[config.mk]
export PLATFORM = sky130hd
export DESIGN_NAME = mem_port_arbiter
export DESIGN_NICKNAME = d
export VERILOG_FILES = /design/src/rtl/mem_port_arbiter_pkg.sv /design/src/rtl/mem_port_arbiter_req_latch.sv /design/src/rtl/mem_port_arbiter.sv
export SDC_FILE = /design/constraint.sdc
export NUM_CORES = 1
export LEC_CHECK = 0
export CORE_AREA = 2 2 96 98
export CTS_BUF_LIST = sky130_fd_sc_hd__clkbuf_4 sky130_fd_sc_hd__clkbuf_8
export DETAILED_ROUTE_END_ITERATION = 12
export DIE_AREA = 0 0 98 100
export DONT_BUFFER_PORTS = 1
export PLACE_DENSITY_LB_ADDON = 0.12
export SLEW_MARGIN = 15
export SYNTH_ARGS = -nofsm -noshare
export SYNTH_HDL_FRONTEND = slang
export SYNTH_SLANG_ARGS = --single-unit
[constraint.sdc]
create_clock -name clk -period 2.2 [get_ports clk]
set_input_delay 0.44 -clock clk [delete_from_list [all_inputs] [get_ports clk]]
set_output_delay 0.44 -clock clk [all_outputs]
set_load 0.005 [all_outputs]
[src/rtl/mem_port_arbiter_pkg.sv]
// mem_port_arbiter_pkg: shared encodings for the memory port arbiter.
//   arb_state_e : FSM states (IDLE grant, ADDR handshake, DATA response)
//   OWN_*       : owner register codes
//   SZ_*        : access size codes, matching the data_mem_sel encoding
package mem_port_arbiter_pkg;

    typedef enum logic [1:0] {
        ARB_IDLE = 2'd0,
        ARB_ADDR = 2'd1,
        ARB_DATA = 2'd2
    } arb_state_e;

    localparam logic OWN_INST = 1'b0;
    localparam logic OWN_DATA = 1'b1;

    localparam logic [1:0] SZ_BYTE = 2'd0;
    localparam logic [1:0] SZ_HALF = 2'd1;
    localparam logic [1:0] SZ_WORD = 2'd2;

endpackage

[src/rtl/mem_port_arbiter_req_latch.sv]
// arb_req_latch: enable register holding the fields of the granted request.
//   clk, rst   : clock, synchronous active-high reset (clears all fields)
//   en_i       : load the *_i fields this cycle
//   addr_i/o   : request address
//   wr_i/o     : 1 = write
//   size_i/o   : access size code
//   wstrb_i/o  : byte enables
//   wdata_i/o  : write data
module arb_req_latch #(
    parameter int AW = 32,
    parameter int DW = 32
) (
    input  logic          clk,
    input  logic          rst,
    input  logic          en_i,
    input  logic [AW-1:0] addr_i,
    input  logic          wr_i,
    input  logic [1:0]    size_i,
    input  logic [3:0]    wstrb_i,
    input  logic [DW-1:0] wdata_i,
    output logic [AW-1:0] addr_o,
    output logic          wr_o,
    output logic [1:0]    size_o,
    output logic [3:0]    wstrb_o,
    output logic [DW-1:0] wdata_o
);

    logic [AW+DW+6:0] fields_q;

    always_ff @(posedge clk) begin
        if (rst) fields_q <= '0;
        else if (en_i) fields_q <= {addr_i, wr_i, size_i, wstrb_i, wdata_i};
    end

    assign {addr_o, wr_o, size_o, wstrb_o, wdata_o} = fields_q;

endmodule

[src/rtl/mem_port_arbiter.sv]
// mem_port_arbiter: shares one SRAM-like port between instruction fetch and data access.
//   clk, rst                    : clock, synchronous active-high reset
//   inst_req/inst_addr          : fetch request; inst_addr_ok / inst_data_ok handshake back
//   data_req/wr/size/wstrb/addr/wdata : data request; data_addr_ok / data_data_ok back
//   rdata                       : read data, valid only with the owner's data_ok
//   m_req/wr/size/wstrb/addr/wdata : downstream request, held through the address phase
//   m_addr_ok, m_data_ok, m_rdata  : downstream handshake and read data
//   busy                        : a transaction is in flight
// Data wins arbitration unless fetch has already been passed over STARVE_MAX times in a row.
module mem_port_arbiter
    import mem_port_arbiter_pkg::*;
#(
    parameter int STARVE_MAX = 4,
    parameter int AW = 32,
    parameter int DW = 32
) (
    input  logic          clk,
    input  logic          rst,
    input  logic          inst_req,
    input  logic [AW-1:0] inst_addr,
    output logic          inst_addr_ok,
    output logic          inst_data_ok,
    input  logic          data_req,
    input  logic          data_wr,
    input  logic [1:0]    data_size,
    input  logic [3:0]    data_wstrb,
    input  logic [AW-1:0] data_addr,
    input  logic [DW-1:0] data_wdata,
    output logic          data_addr_ok,
    output logic          data_data_ok,
    output logic [DW-1:0] rdata,
    output logic          m_req,
    output logic          m_wr,
    output logic [1:0]    m_size,
    output logic [3:0]    m_wstrb,
    output logic [AW-1:0] m_addr,
    output logic [DW-1:0] m_wdata,
    input  logic          m_addr_ok,
    input  logic          m_data_ok,
    input  logic [DW-1:0] m_rdata,
    output logic          busy
);

    localparam logic [3:0] CNT_MAX = 4'(STARVE_MAX);

    arb_state_e state_q, state_d;
    logic       owner_q, owner_d;
    logic [3:0] cnt_q, cnt_d;
    logic       idle, grant_data, grant_inst, grant, resp;

    // Every handshake output is gated with ~rst so nothing fires during the reset cycle.
    assign idle       = ~rst & (state_q == ARB_IDLE);
    assign grant_data = idle & data_req & ~(inst_req & (cnt_q == CNT_MAX));
    assign grant_inst = idle & inst_req & ~grant_data;
    assign grant      = grant_data | grant_inst;
    assign resp       = ~rst & (state_q == ARB_DATA) & m_data_ok;

    always_comb begin
        state_d = state_q;
        owner_d = owner_q;
        cnt_d   = cnt_q;
        state_d = (state_q == ARB_IDLE) ? (grant ? ARB_ADDR : ARB_IDLE) :
                  (state_q == ARB_ADDR) ? (m_addr_ok ? ARB_DATA : ARB_ADDR) :
                  (m_data_ok ? ARB_IDLE : ARB_DATA);
        owner_d = grant ? grant_data : owner_q;
        // Counts data grants that made a waiting fetch wait; never passes CNT_MAX.
        cnt_d   = grant_inst ? 4'd0 :
                  grant_data ? (inst_req ? ((cnt_q == CNT_MAX) ? cnt_q : cnt_q + 4'd1) : 4'd0) :
                  cnt_q;
    end

    always_ff @(posedge clk) begin
        if (rst) begin
            state_q <= ARB_IDLE;
            owner_q <= OWN_INST;
            cnt_q   <= 4'd0;
        end else begin
            state_q <= state_d;
            owner_q <= owner_d;
            cnt_q   <= cnt_d;
        end
    end

    // Fetches are always word reads; reads never carry byte enables downstream.
    arb_req_latch #(.AW(AW), .DW(DW)) u_req_latch (
        .clk     (clk),
        .rst     (rst),
        .en_i    (grant),
        .addr_i  (grant_data ? data_addr : inst_addr),
        .wr_i    (grant_data & data_wr),
        .size_i  (grant_data ? data_size : SZ_WORD),
        .wstrb_i ((grant_data & data_wr) ? data_wstrb : 4'b0000),
        .wdata_i (grant_data ? data_wdata : '0),
        .addr_o  (m_addr),
        .wr_o    (m_wr),
        .size_o  (m_size),
        .wstrb_o (m_wstrb),
        .wdata_o (m_wdata)
    );

    assign inst_addr_ok = grant_inst;
    assign data_addr_ok = grant_data;
    assign inst_data_ok = resp & (owner_q == OWN_INST);
    assign data_data_ok = resp & (owner_q == OWN_DATA);
    assign rdata        = m_rdata;
    assign m_req        = ~rst & (state_q == ARB_ADDR);
    assign busy         = ~rst & (state_q != ARB_IDLE);

endmodule

==> results.md, run 1 <==
* Clock Latency Late Sink at 0.34 ns
* Worst reg2reg path endpoint: u_req_latch.fields_q[68]
* DRT antenna net count at 0
* Slew Viols, Final at 0
* Crit. End Element: output pin
* Share of layout cells above drive strength 1 at 0.124
* Status: completed
* Worst EP arrival at 1.61 ns
* Setup ws final at 0.149 ns
* Number of port buffers at 0
* Worst min path class: in2reg
* Syn Nets at 468
* Pre-CTS setup slack at 0.377 ns
* IO Pins at 250
* PD cells at 921 mW/mm²
* Top FF cell, synth: dfxtp_1
* CTS Root Cell: clkbuf_8
* Fin crit period at 2.05 ns
* Core ar. at 0.00889 mm²
* Final HPWL DP at 5.15 mm
* CP max FO at 4
* Die area at 0.00980 mm²
* RSZ-0062 raised after global routing: no
* Post-synth ARST share at 0
* Skew final at 0.0136 ns
* Worst reg2reg startpoint: cnt_q[0]
* WHS Path Cells at 1
* Nets at 428
* Antenna cells at 0
* Worst-path clk slew at 0.08 ns
* R2R depth at 7
* Sequential area share after synthesis at 0.485
* Die Width at 98 µm
* Placed Cells incl. Taps at 383
* Cells after Synth at 325
* Layout Utilization at 0.369
* Total clock sinks at 78
* Num CTS Buffers at 9
* Worst endpoint required time at 1.76 ns
* Synthesis Warnings at 0
* Worst vdd ir at 0.373 mV
* Worst-Margin Slew at 0.443 ns
* Vias in the first global route at 2224
* Post-synth design cell area at 0.00322 mm²
* Vias/cell at 5.64
* Top-area cell type share of the netlist area at 0.485
* Top-count cell post-synth: dfxtp_1
* Setup slack, reg-to-reg at 0.40 ns
* H-Tree Depth at 3
* DRT Wirelength at 7.81 mm
* Type of origin of the critical path: flip-flop
* Die Y at 100 µm
* Finished Layout Cells at 401
* # rows at 35
* Max Cap Viol at 0
* Crit Path Class: reg2out
* Synth Register Bits at 78
* Cell accounting for the most synthesized area: dfxtp_1
* DRC at 0
* Max Root-Sink Buffers at 2
* Final hold violations at 0
* Hold Worst Slack at 0.166 ns
* P_leak at 1.20 nW
* Overflow after GRT at 0
* FMAX at 0.488 GHz
* Vias at 2263
* Post-synth cell types at 36
* Top cells by area, synth: dfxtp_1 49%, buf_4 9.3%, a22o_1 9.3%
* Fin Setup TNS at 0 ns
* Slew Limit Headroom at 0.702
* CTS tree: done
* Hold_buf cts at 0
* Tcrit/Tclk final at 0.932
* Initial DRT Pass Iterations at 4
* Initial Util at 0.362
* Worst min-delay path startpoint: rst
* GRT Util Overall at 0.147
* Post-synth EDFFs at 0
* Antenna violations before repair at 0
* Final Setup Violations at 0
* Routability cong. at 0.729
* Area Growth Syn to Fin at 1.91%
* Synth Area per Inst at 9.90 µm²
* Largest net degree at the start of global routing at 44
* Commonest cells post-synth: 78 x dfxtp_1, 40 x buf_4, 40 x nor2_1
* Drt initial violations at 40
* First-pass GRT wire length at 11.5 mm
* Avg WL per Cell at 19.5 µm
* Worst Hold End: u_req_latch.fields_q[47]
[cell type report]
class | count | area [µm²]
clock buffers | 11 | 139
clock inverters | 5 | 60.1
fillers | 871 | 5610
inverters | 6 | 22.5
multi-input cells | 180 | 1240
flip-flops and latches | 78 | 1560
well taps | 111 | 139
repair buffers | 10 | 118
[power by group]
part / switching [mW] / leakage (nW) / internal, mW
Clock: 0.513 / 0.100 / 0.552
Sequential: 0.101 / 0.644 / 1.53
Combinational: 0.175 / 0.459 / 0.149
[worst max path at each step]
stage	end	startpoint
global route	inst_addr_ok	cnt_q[0]
finish	inst_addr_ok	cnt_q[0]
CTS	data_addr_ok	cnt_q[0]
floorplan	inst_addr_ok	cnt_q[0]
detailed placement	data_addr_ok	cnt_q[0]
global placement	data_addr_ok	cnt_q[0]
[cell families (layout without fill, tap and decap cells)]
| logic type | count (synthesis) | after routing | synth area share |
|---|---|---|---|
| buf+inv | 67 | 32 | 0.132 |
| compound gates | 114 | 114 | 0.276 |
| flops | 78 | 78 | 0.485 |
| mux | 1 | 1 | 0.00350 |
| fa+ha+maj | 2 | 2 | 0.00777 |
| simple gates | 63 | 63 | 0.0953 |
[critical path, cell delays in order, from the launching register on]
cell and delay, ns:
dfxtp_1 0.38, inv_1 0.08, ha_1 0.26, and3b_1 0.22, o21ai_2 0.22, nor2_1 0.12
[routing by layer]
metal / routed length (µm) / track usage
met5: 0 / 0
met4: 83 / 0.0577
met3: 867 / 0.0669
met2: 3610 / 0.238
met1: 3250 / 0.170
[stage by stage]
stage               instance area (µm²)  power [mW]
floorplan                          3220        1.97
global placement                   3040        1.98
detailed placement                 3040        1.98
CTS                                3240        3.07
global route                       3280        3.20
finish                             3280        3.02
[state kept, by name, indices dropped and copies added (netlist names)]
| register | flops |
|---|---|
| u_req_latch.fields_q | 71 |
| owner_q | 1 |
| state_q | 2 |
| cnt_q | 4 |
[repair_timing]
item                                    CTS  global route
resized for setup                         0             2
buffers inserted                          0             1
endpoints found under the setup margin    0             1
[placed cells by master (no fill, tap or decap), drive strengths merged, types with 2 or more instances in the layout]
master  count
inv         6
a211oi     32
buf         9
clkinv      3
nand3b      2
nor3        3
a22o       34
a21oi       3
nor2       40
a32o        5
nand3       2
dfxtp      78
ha          2
o21ai       2
nand2       7
clkbuf     12
and2        2
o22ai      33
(Power assumes the default switching activity.)
==> inputs of run 2 (changes only) <==
- CTS_CLUSTER_SIZE: unset -> 8
==> results of run 2 <==
No change in the layout: final DEF, timing and power equal those of run 1.
